File: src/rtl/booth_final_cpa.sv
// booth_final_cpa: final carry-propagate adder for the Booth multiplier.
// Resolves the sum/carry pair from the last 3:2 compression stage into the
// binary product over two pipeline stages. Stage 1 adds the low half and
// keeps its carry. Stage 2 adds the high half plus that carry. Both sides
// use valid/ready handshakes, so the tree can be stalled without losing data.
module booth_final_cpa #(
  parameter int SW    = 29,
  parameter int CW    = 27,
  parameter int C_OFS = 5,
  parameter int OW    = 32,
  parameter int LO_W  = 16
) (
  input  logic          clk,
  input  logic          rst_n,
  input  logic          in_valid,
  output logic          in_ready,
  input  logic [SW-1:0] in_sum,
  input  logic [CW-1:0] in_carry,
  output logic          out_valid,
  input  logic          out_ready,
  output logic [OW-1:0] out_prod
);

  localparam int HI_W = OW - LO_W;

  logic [OW-1:0]   a_op;
  logic [OW-1:0]   b_op;
  logic [LO_W:0]   lo_sum;
  logic [HI_W-1:0] hi_sum;

  logic [LO_W-1:0] lo1;
  logic            cy1;
  logic [HI_W-1:0] ahi1;
  logic [HI_W-1:0] bhi1;
  logic            v1;
  logic            v2;

  logic            en1;
  logic            en2;

  // Align both operands to product weight. The carry vector starts at bit C_OFS.
  always_comb begin
    a_op = OW'(in_sum);
    b_op = OW'(in_carry) << C_OFS;
  end

  // Low-half add, with one extra bit to capture the carry into the high half.
  always_comb begin
    lo_sum = {1'b0, a_op[LO_W-1:0]} + {1'b0, b_op[LO_W-1:0]};
  end

  // High-half add. The carry out of the MSB is dropped, so the product wraps.
  always_comb begin
    hi_sum = ahi1 + bhi1 + {{(HI_W-1){1'b0}}, cy1};
  end

  // Pipeline enables. A stage may load when it is empty or when its content moves on.
  always_comb begin
    en2       = !v2 || out_ready;
    en1       = !v1 || en2;
    in_ready  = en1;
    out_valid = v2;
  end

  // Stage 1 registers. Data loads only with a real pair, so bubbles leave the data untouched.
  always_ff @(posedge clk or negedge rst_n) begin
    if (!rst_n) begin
      v1   <= 1'b0;
      lo1  <= '0;
      cy1  <= 1'b0;
      ahi1 <= '0;
      bhi1 <= '0;
    end else if (en1) begin
      v1 <= in_valid;
      if (in_valid) begin
        {cy1, lo1} <= lo_sum;
        ahi1       <= a_op[OW-1:LO_W];
        bhi1       <= b_op[OW-1:LO_W];
      end
    end
  end

  // Stage 2 registers. out_prod holds its value while the consumer stalls.
  always_ff @(posedge clk or negedge rst_n) begin
    if (!rst_n) begin
      v2       <= 1'b0;
      out_prod <= '0;
    end else if (en2) begin
      v2 <= v1;
      if (v1) begin
        out_prod <= {hi_sum, lo1};
      end
    end
  end

endmodule
File: config.mk
export PLATFORM = sky130hd
export DESIGN_NAME = booth_final_cpa
export DESIGN_NICKNAME = d
export VERILOG_FILES = /design/src/rtl/booth_final_cpa.sv
export SDC_FILE = /design/constraint.sdc
export NUM_CORES = 1
export LEC_CHECK = 0
export CORE_MARGIN = 4
export CORE_UTILIZATION = 50
export DETAILED_ROUTE_END_ITERATION = 10
export PLACE_DENSITY = 0.8
export SLEW_MARGIN = 10
export SYNTH_ARGS = -nofsm -noshare
export SYNTH_HDL_FRONTEND = slang
export SYNTH_SLANG_ARGS = --single-unit
File: constraint.sdc
create_clock -name clk -period 2.5 [get_ports clk]
set_input_delay 0.25 -clock clk [delete_from_list [all_inputs] [get_ports clk]]
set_output_delay 0.25 -clock clk [all_outputs]
set_load 0.005 [all_outputs]
==> impl_results.md, run 1 <==
- Crit start category: flip-flop
- RD Place Congestion: approximately 0.80
- RSZ-0062 raised after global routing: no
- Final Worst Setup Slack: between 0.2 and 0.25 ns
- Top cells by area, synth: dfrtp_1, mux2_2, ha_1, xnor2_1, nand2_1
- Layout cell share with drive strength beyond 1: a little under a fifth
- GR Overflow Total: 0
- Total inserted antenna cells: 0
- Row Count: 32
- Netlist cell types: 40
- Layout area overhead: 31.6%
- Initial antenna violation count: 0
- TritonRoute pass-1 iters: 4
- Die X: 97.5 µm
- CTS Sinks: 80
- EDFF count, synth: 0
- Worst IR Drop VDD: around 0.36 mV
- Height of the chip: slightly below 100 µm
- Syn_nets: roughly 430
- Worst Setup End Kind: flip-flop
- Asr flop ratio synth: between 90% and 100%
- Arrival @ worst endpoint: ~2.5 ns
- Worst-path clk slew: roughly 0.080 ns
- Worst R2R End: out_prod[28]$_DFFE_PN0P_
- Post-route cell area: around 5300 µm²
- Wire length per cell: between 15 and 20 µm
- CP max FO: 3
- Register-to-Register Path Depth: 9
- Vias in the first global route: 2910
- Worst-margin pin slew: slightly below 1 ns
- Mapped cell area: around 4000 µm²
- Final ANT Viol Nets: 0
- Synth area leader: dfrtp_1
- Worst hold path type: in2async
- Leading cell type by number of instances after synthesis: dfrtp_1
- Layout net count: between 500 and 600
- Fillcell total: 571
- Port bufs: 93
- Hold_ws: roughly 0.057 ns
- Fin crit period: between 2 and 2.5 ns
- Sequential share of the synthesized area: between 40% and 50%
- Setup WS pre-CTS: just under 0.07 ns
- Number of setup buffers added after CTS: 0
- Outcome: finished, final reports clean
- Worst skew pair latency: around 0.36 ns
- Required time of the critical path: 2.74 ns
- Leak: around 2.3 nW
- Final Setup Violations: 0
- Drt total wl: between 8000 and 9000 µm
- Drt drc: 0
- Post-synth top area share: between 40% and 50%
- Dpl cell area: 5070 µm²
- H-Tree Depth: 3
- First-pass GRT wire length: around 14000 µm
- Hold Fails Final Rpt: 0
- Final period util: just over 90%
- Reg2reg setup slack: around 0.23 ns
- Mapped Cells: approximately 340
- Pin count of the biggest net entering global routing: a little over 80
- R2R Path Start: cy1$_DFFE_PN0P_
- # IOs: 94
- DR iter-0 viols: 105
- Achievable frequency: 441 MHz
- Synth Register Bits: 80
- Max_slew headroom: roughly a third
- CTS tree: built
- Initial core utilization: between 50% and 60%
- Core area: 7770 µm²
- GRT Total Usage: 18.4%
- PwrDens: about 800 nW/µm²
- Hpwl dp: 6280 µm
- Vias: ~2.8k
- Skew final: 0.0112 ns
- Synth cell count leaders: dfrtp_1, mux2_2, nand2_1, o21ai_0, ha_1
- CTS Root Cell: clkbuf_8
- Max Cap Viol: 0
- Max Transition Viols Final: 0
- Syn Area/Cell: between 10 and 15 µm²
- Yosys warns: 0
- Setup Crit Path Kind: reg2reg
- Max Root-Sink Buffers: 2
- Setup TNS: 0 ns
- Vias/cell: slightly above 5
- Die area: roughly 9500 µm²
- Post-synth top flop: dfrtp_1
- Num CTS Buffers: 9
-- through the flow --
stage	power [mW]	instances	util [%]
floorplan	2.62	342	-
global placement	3.32	529	65.2
detailed placement	3.38	529	65.2
CTS	4.37	545	67.8
global route	4.61	545	67.9
finish	4.32	545	67.9
-- metal layers --
metal | GRT usage [%] | wire length (µm) | vias to the layer above
li1 | - | - | 1407
met1 | 23.3 | 3720 | 1348
met2 | 30.6 | 4170 | 67
met3 | 4.16 | 388 | 7
met4 | 7.56 | 118 | 0
met5 | 0 | 0 | -
-- timing repair --
| action | CTS | global route |
|---|---|---|
| hold buffers | 0 | 0 |
| endpoints found under the setup margin | 0 | 1 |
| resized for setup | 0 | 1 |
-- flip-flops by register name, indices dropped and copies added (netlist names) --
| signal | flops |
|---|---|
| out_valid | 1 |
| out_prod | 32 |
| lo1 | 16 |
| ahi1 | 13 |
| v1 | 1 |
| bhi1 | 16 |
| cy1 | 1 |
-- critical path: stages (launching register included) --
cell and delay (ns):
dfrtp_1 0.41, fa_2 0.43, inv_1 0.08, fa_1 0.20, nor2b_1 0.07, o2111ai_2 0.23, a32oi_2 0.18, a221oi_2 0.32
xor2_1 0.17, o21ai_1 0.07
-- layout by cell type (no fill, tap or decap), drive strengths merged, types with 3 or more instances in the layout --
| master | count |
|---|---|
| a21oi | 18 |
| nand2 | 34 |
| o21bai | 4 |
| fa | 3 |
| a21o | 10 |
| nand4 | 5 |
| nor2 | 7 |
| clkinvlp | 3 |
| clkbuf | 9 |
| buf | 4 |
| inv | 15 |
| ha | 23 |
| mux2 | 53 |
| o21ai | 32 |
| xnor2 | 15 |
| dfrtp | 80 |
| xor2 | 6 |
| nand2b | 4 |
| o211ai | 3 |
| clkdlybuf4s50 | 92 |
-- kinds of logic after synthesis --
group           Yosys count  share of synthesized area [%]
compound gates           82                           13.2
simple gates             57                           6.34
xor+xnor                 21                           4.59
buf+inv                  23                           2.34
mux                      53                           14.9
flops                    80                           50.0
fa+ha+maj                26                           8.68
-- worst max path at each step --
stage	cells after the start	slack, ns	end	start
after floorplan	9	0.34	out_prod[28]$_DFFE_PN0P_	cy1$_DFFE_PN0P_
after global placement	9	0.12	lo1[13]$_DFFE_PN0P_	in_sum[5]
after detailed placement	9	0.07	lo1[13]$_DFFE_PN0P_	in_sum[5]
after CTS	9	0.15	out_prod[28]$_DFFE_PN0P_	cy1$_DFFE_PN0P_
after global routing	9	0.06	out_prod[28]$_DFFE_PN0P_	cy1$_DFFE_PN0P_
final	9	0.23	out_prod[28]$_DFFE_PN0P_	cy1$_DFFE_PN0P_
-- area by class of cell --
cell class	instances	area, µm²	area share [%]
Clock buffer	9	124	2.35
Clock inverter	7	78.8	1.50
Inverter	12	45.0	0.854
Multi-Input combinational cell	239	1920	36.4
Sequential cell	80	2000	38.0
Tap cell	102	128	2.42
Timing Repair Buffer	96	976	18.5
-- power breakdown --
group | internal [mW] | switching, mW
sequential | 1.62 | 0.189
combinational | 0.900 | 0.644
clock | 0.471 | 0.499
Power figures use the tool's default switching activity.
==> run 2, diff against run 1 <==
ABC_CLOCK_PERIOD_IN_PS = 2500   (was unset)
==> results of run 2 <==
Same layout as run 1: the final DEF is identical, and so are final timing and power.
==> run 3, diff against run 2 <==
SLEW_MARGIN = 30   (was 10)
==> run 3 against run 2 <==
Net effect: clock skew about the same; sequential power about the same; clock-buffer cell count is the same; non-clock buffer count increased by 1; total power about the same; maximum frequency about the same; routed wire length hardly changed; global-route usage is the same; largest power group unchanged; worst setup slack lost 0.0010 ns; first-iteration DRC count increased by 22%; worst hold slack improved by 0.43 ns; clock power hardly changed.
==> impl_results.md, run 3 (synthesis gave the netlist of run 1 again) <==
- CTS Root Cell: clkbuf_8
- Layout net count: ~530
- Final ANT Viol Nets: 0
- Arrival @ worst endpoint: 2.52 ns
- Max Root-Sink Buffers: 2
- Final period util: between 90 and 100%
- Worst IR Drop VDD: between 0.3 and 0.4 mV
- Die area: around 9500 µm²
- Fillcell total: 571
- Worst Setup End Kind: flip-flop
- Crit start category: flip-flop
- Most common cell after layout, fill and taps aside: clkdlybuf4s50_1
- Top Registers: out_prod: 32 flops, bhi1: 16 flops, lo1: 16 flops
- H-Tree Depth: 3
- CTS tree: built
- Initial antenna violation count: 0
- Height of the chip: ~98 µm
- Hold Fails Final Rpt: 0
- CTS Sinks: 80
- Wire length per cell: 15.4 µm
- Commonest cells after routing, fill and taps aside: clkdlybuf4s50_1, dfrtp_1, mux2_2, nand2_1, o21ai_0
- Fin crit period: around 2.3 ns
- Die X: slightly below 100 µm
- Leak: 2.28 nW
- Post-route cell area: approximately 5300 µm²
- Setup Crit Path Kind: reg2reg
- Core area: around 7800 µm²
- Vias in the first global route: 2910
- Most flops, register: out_prod
- DR iter-0 viols: 128
- Worst-path clk slew: about 0.080 ns
- Vias/cell: approximately 5.2
- Num CTS Buffers: 9
- Register Area: between 2000 and 2500 µm²
- Worst hold path type: in2async
- Max Cap Viol: 0
- GR Overflow Total: 0
- Worst-margin pin slew: between 0.6 and 0.7 ns
- Number of setup buffers added after CTS: 0
- Reg2reg setup slack: 0.23 ns
- CP max FO: 3
- Layout cell share with drive strength beyond 1: approximately a fifth
- Required time of the critical path: ~2.7 ns
- Max Transition Viols Final: 0
- Dpl cell area: 5070 µm²
- RSZ-0062 raised after global routing: no
- Total power: about 4.3 mW
- Max_slew headroom: between 50% and 60%
- # IOs: 94
- Multi-input logic area: between 1500 and 2000 µm²
- Vias: around 2.8k
- Total inserted antenna cells: 0
- Setup TNS: 0 ns
- Row Count: 32
- Worst skew pair latency: between 0.3 and 0.4 ns
- Layout area overhead: 31.9%
- Initial core utilization: between 50 and 60%
- Skew final: approximately 0.011 ns
- GRT Total Usage: 18.4%
- TritonRoute pass-1 iters: 4
- Hpwl dp: approximately 6300 µm
- First-pass GRT wire length: approximately 14000 µm
- Achievable frequency: around 440 MHz
- Final Setup Violations: 0
- Outcome: finished, final reports clean
- Pin count of the biggest net entering global routing: between 80 and 90
- Max FFs per register: 32
- Drt total wl: 8400 µm
- RD Place Congestion: about 0.80
- PwrDens: about 800 nW/µm²
- Port bufs: 93
- Drt drc: 0
==> run 3: changes by cell type in the layout (fill, tap and decap cells not counted), sizes merged <==
cell and change:
dlygate4sd3 +1
==> run 3: critical path, cell delays in order (launching register included) <==
cell	delay, ns
dfrtp_1	0.41
fa_2	0.43
inv_1	0.08
fa_1	0.20
nor2b_1	0.07
o2111ai_2	0.23
a32oi_2	0.18
a221oi_2	0.32
xor2_1	0.17
o21ai_1	0.07
==> run 3: worst paths after layout <==
kind | cells after the start | from | end
setup / recovery | 9 | cy1$_DFFE_PN0P_ | out_prod[28]$_DFFE_PN0P_
hold / removal | 2 | rst_n | bhi1[4]$_DFFE_PN0P_
setup reg to reg | 9 | cy1$_DFFE_PN0P_ | out_prod[28]$_DFFE_PN0P_
hold reg to reg | 2 | out_prod[20]$_DFFE_PN0P_ | out_prod[20]$_DFFE_PN0P_
max in group asynchronous | 2 | rst_n | lo1[1]$_DFFE_PN0P_
min in group clk | 2 | out_prod[20]$_DFFE_PN0P_ | out_prod[20]$_DFFE_PN0P_
==> run 3: repair_timing <==
action,4_1_cts,5_1_grt
gates resized for setup,0,1
hold endpoints to repair,0,80
hold buffers,0,1
setup endpoints to repair,0,1
==> run 3: final cells by class <==
cell class	count	share of cell area, %
clock inverters	7	1.49
repair buffers	97	18.7
multi-input cells	239	36.3
flip-flops and latches	80	37.9
inverters	12	0.852
well taps	102	2.41
clock buffers	9	2.34
==> run 3: through the flow <==
stage,utilization (%),hold slack [ns],setup WS (ns),cells
after global routing,68.1,0.476,0.0591,546
after detailed placement,65.2,0.470,0.0689,529
after floorplan,-,-0.0456,0.339,342
after global placement,65.2,0.457,0.119,529
final,68.1,0.485,0.229,546
after CTS,67.8,0.0714,0.148,545
==> run 3: per-layer routing <==
layer | wire length (µm) | global-route usage [%] | part of all wire, %
met2 | 4160 | 30.6 | 49
met1 | 3750 | 23.3 | 45
met4 | 119 | 7.56 | 1.4
met3 | 376 | 4.16 | 4.5
met5 | 0 | 0 | 0
==> run 3: where the power goes <==
part           total [mW]  internal, mW  switching [mW]
combinational        1.55         0.902           0.645
clock               0.972         0.471           0.501
sequential           1.81          1.62           0.189
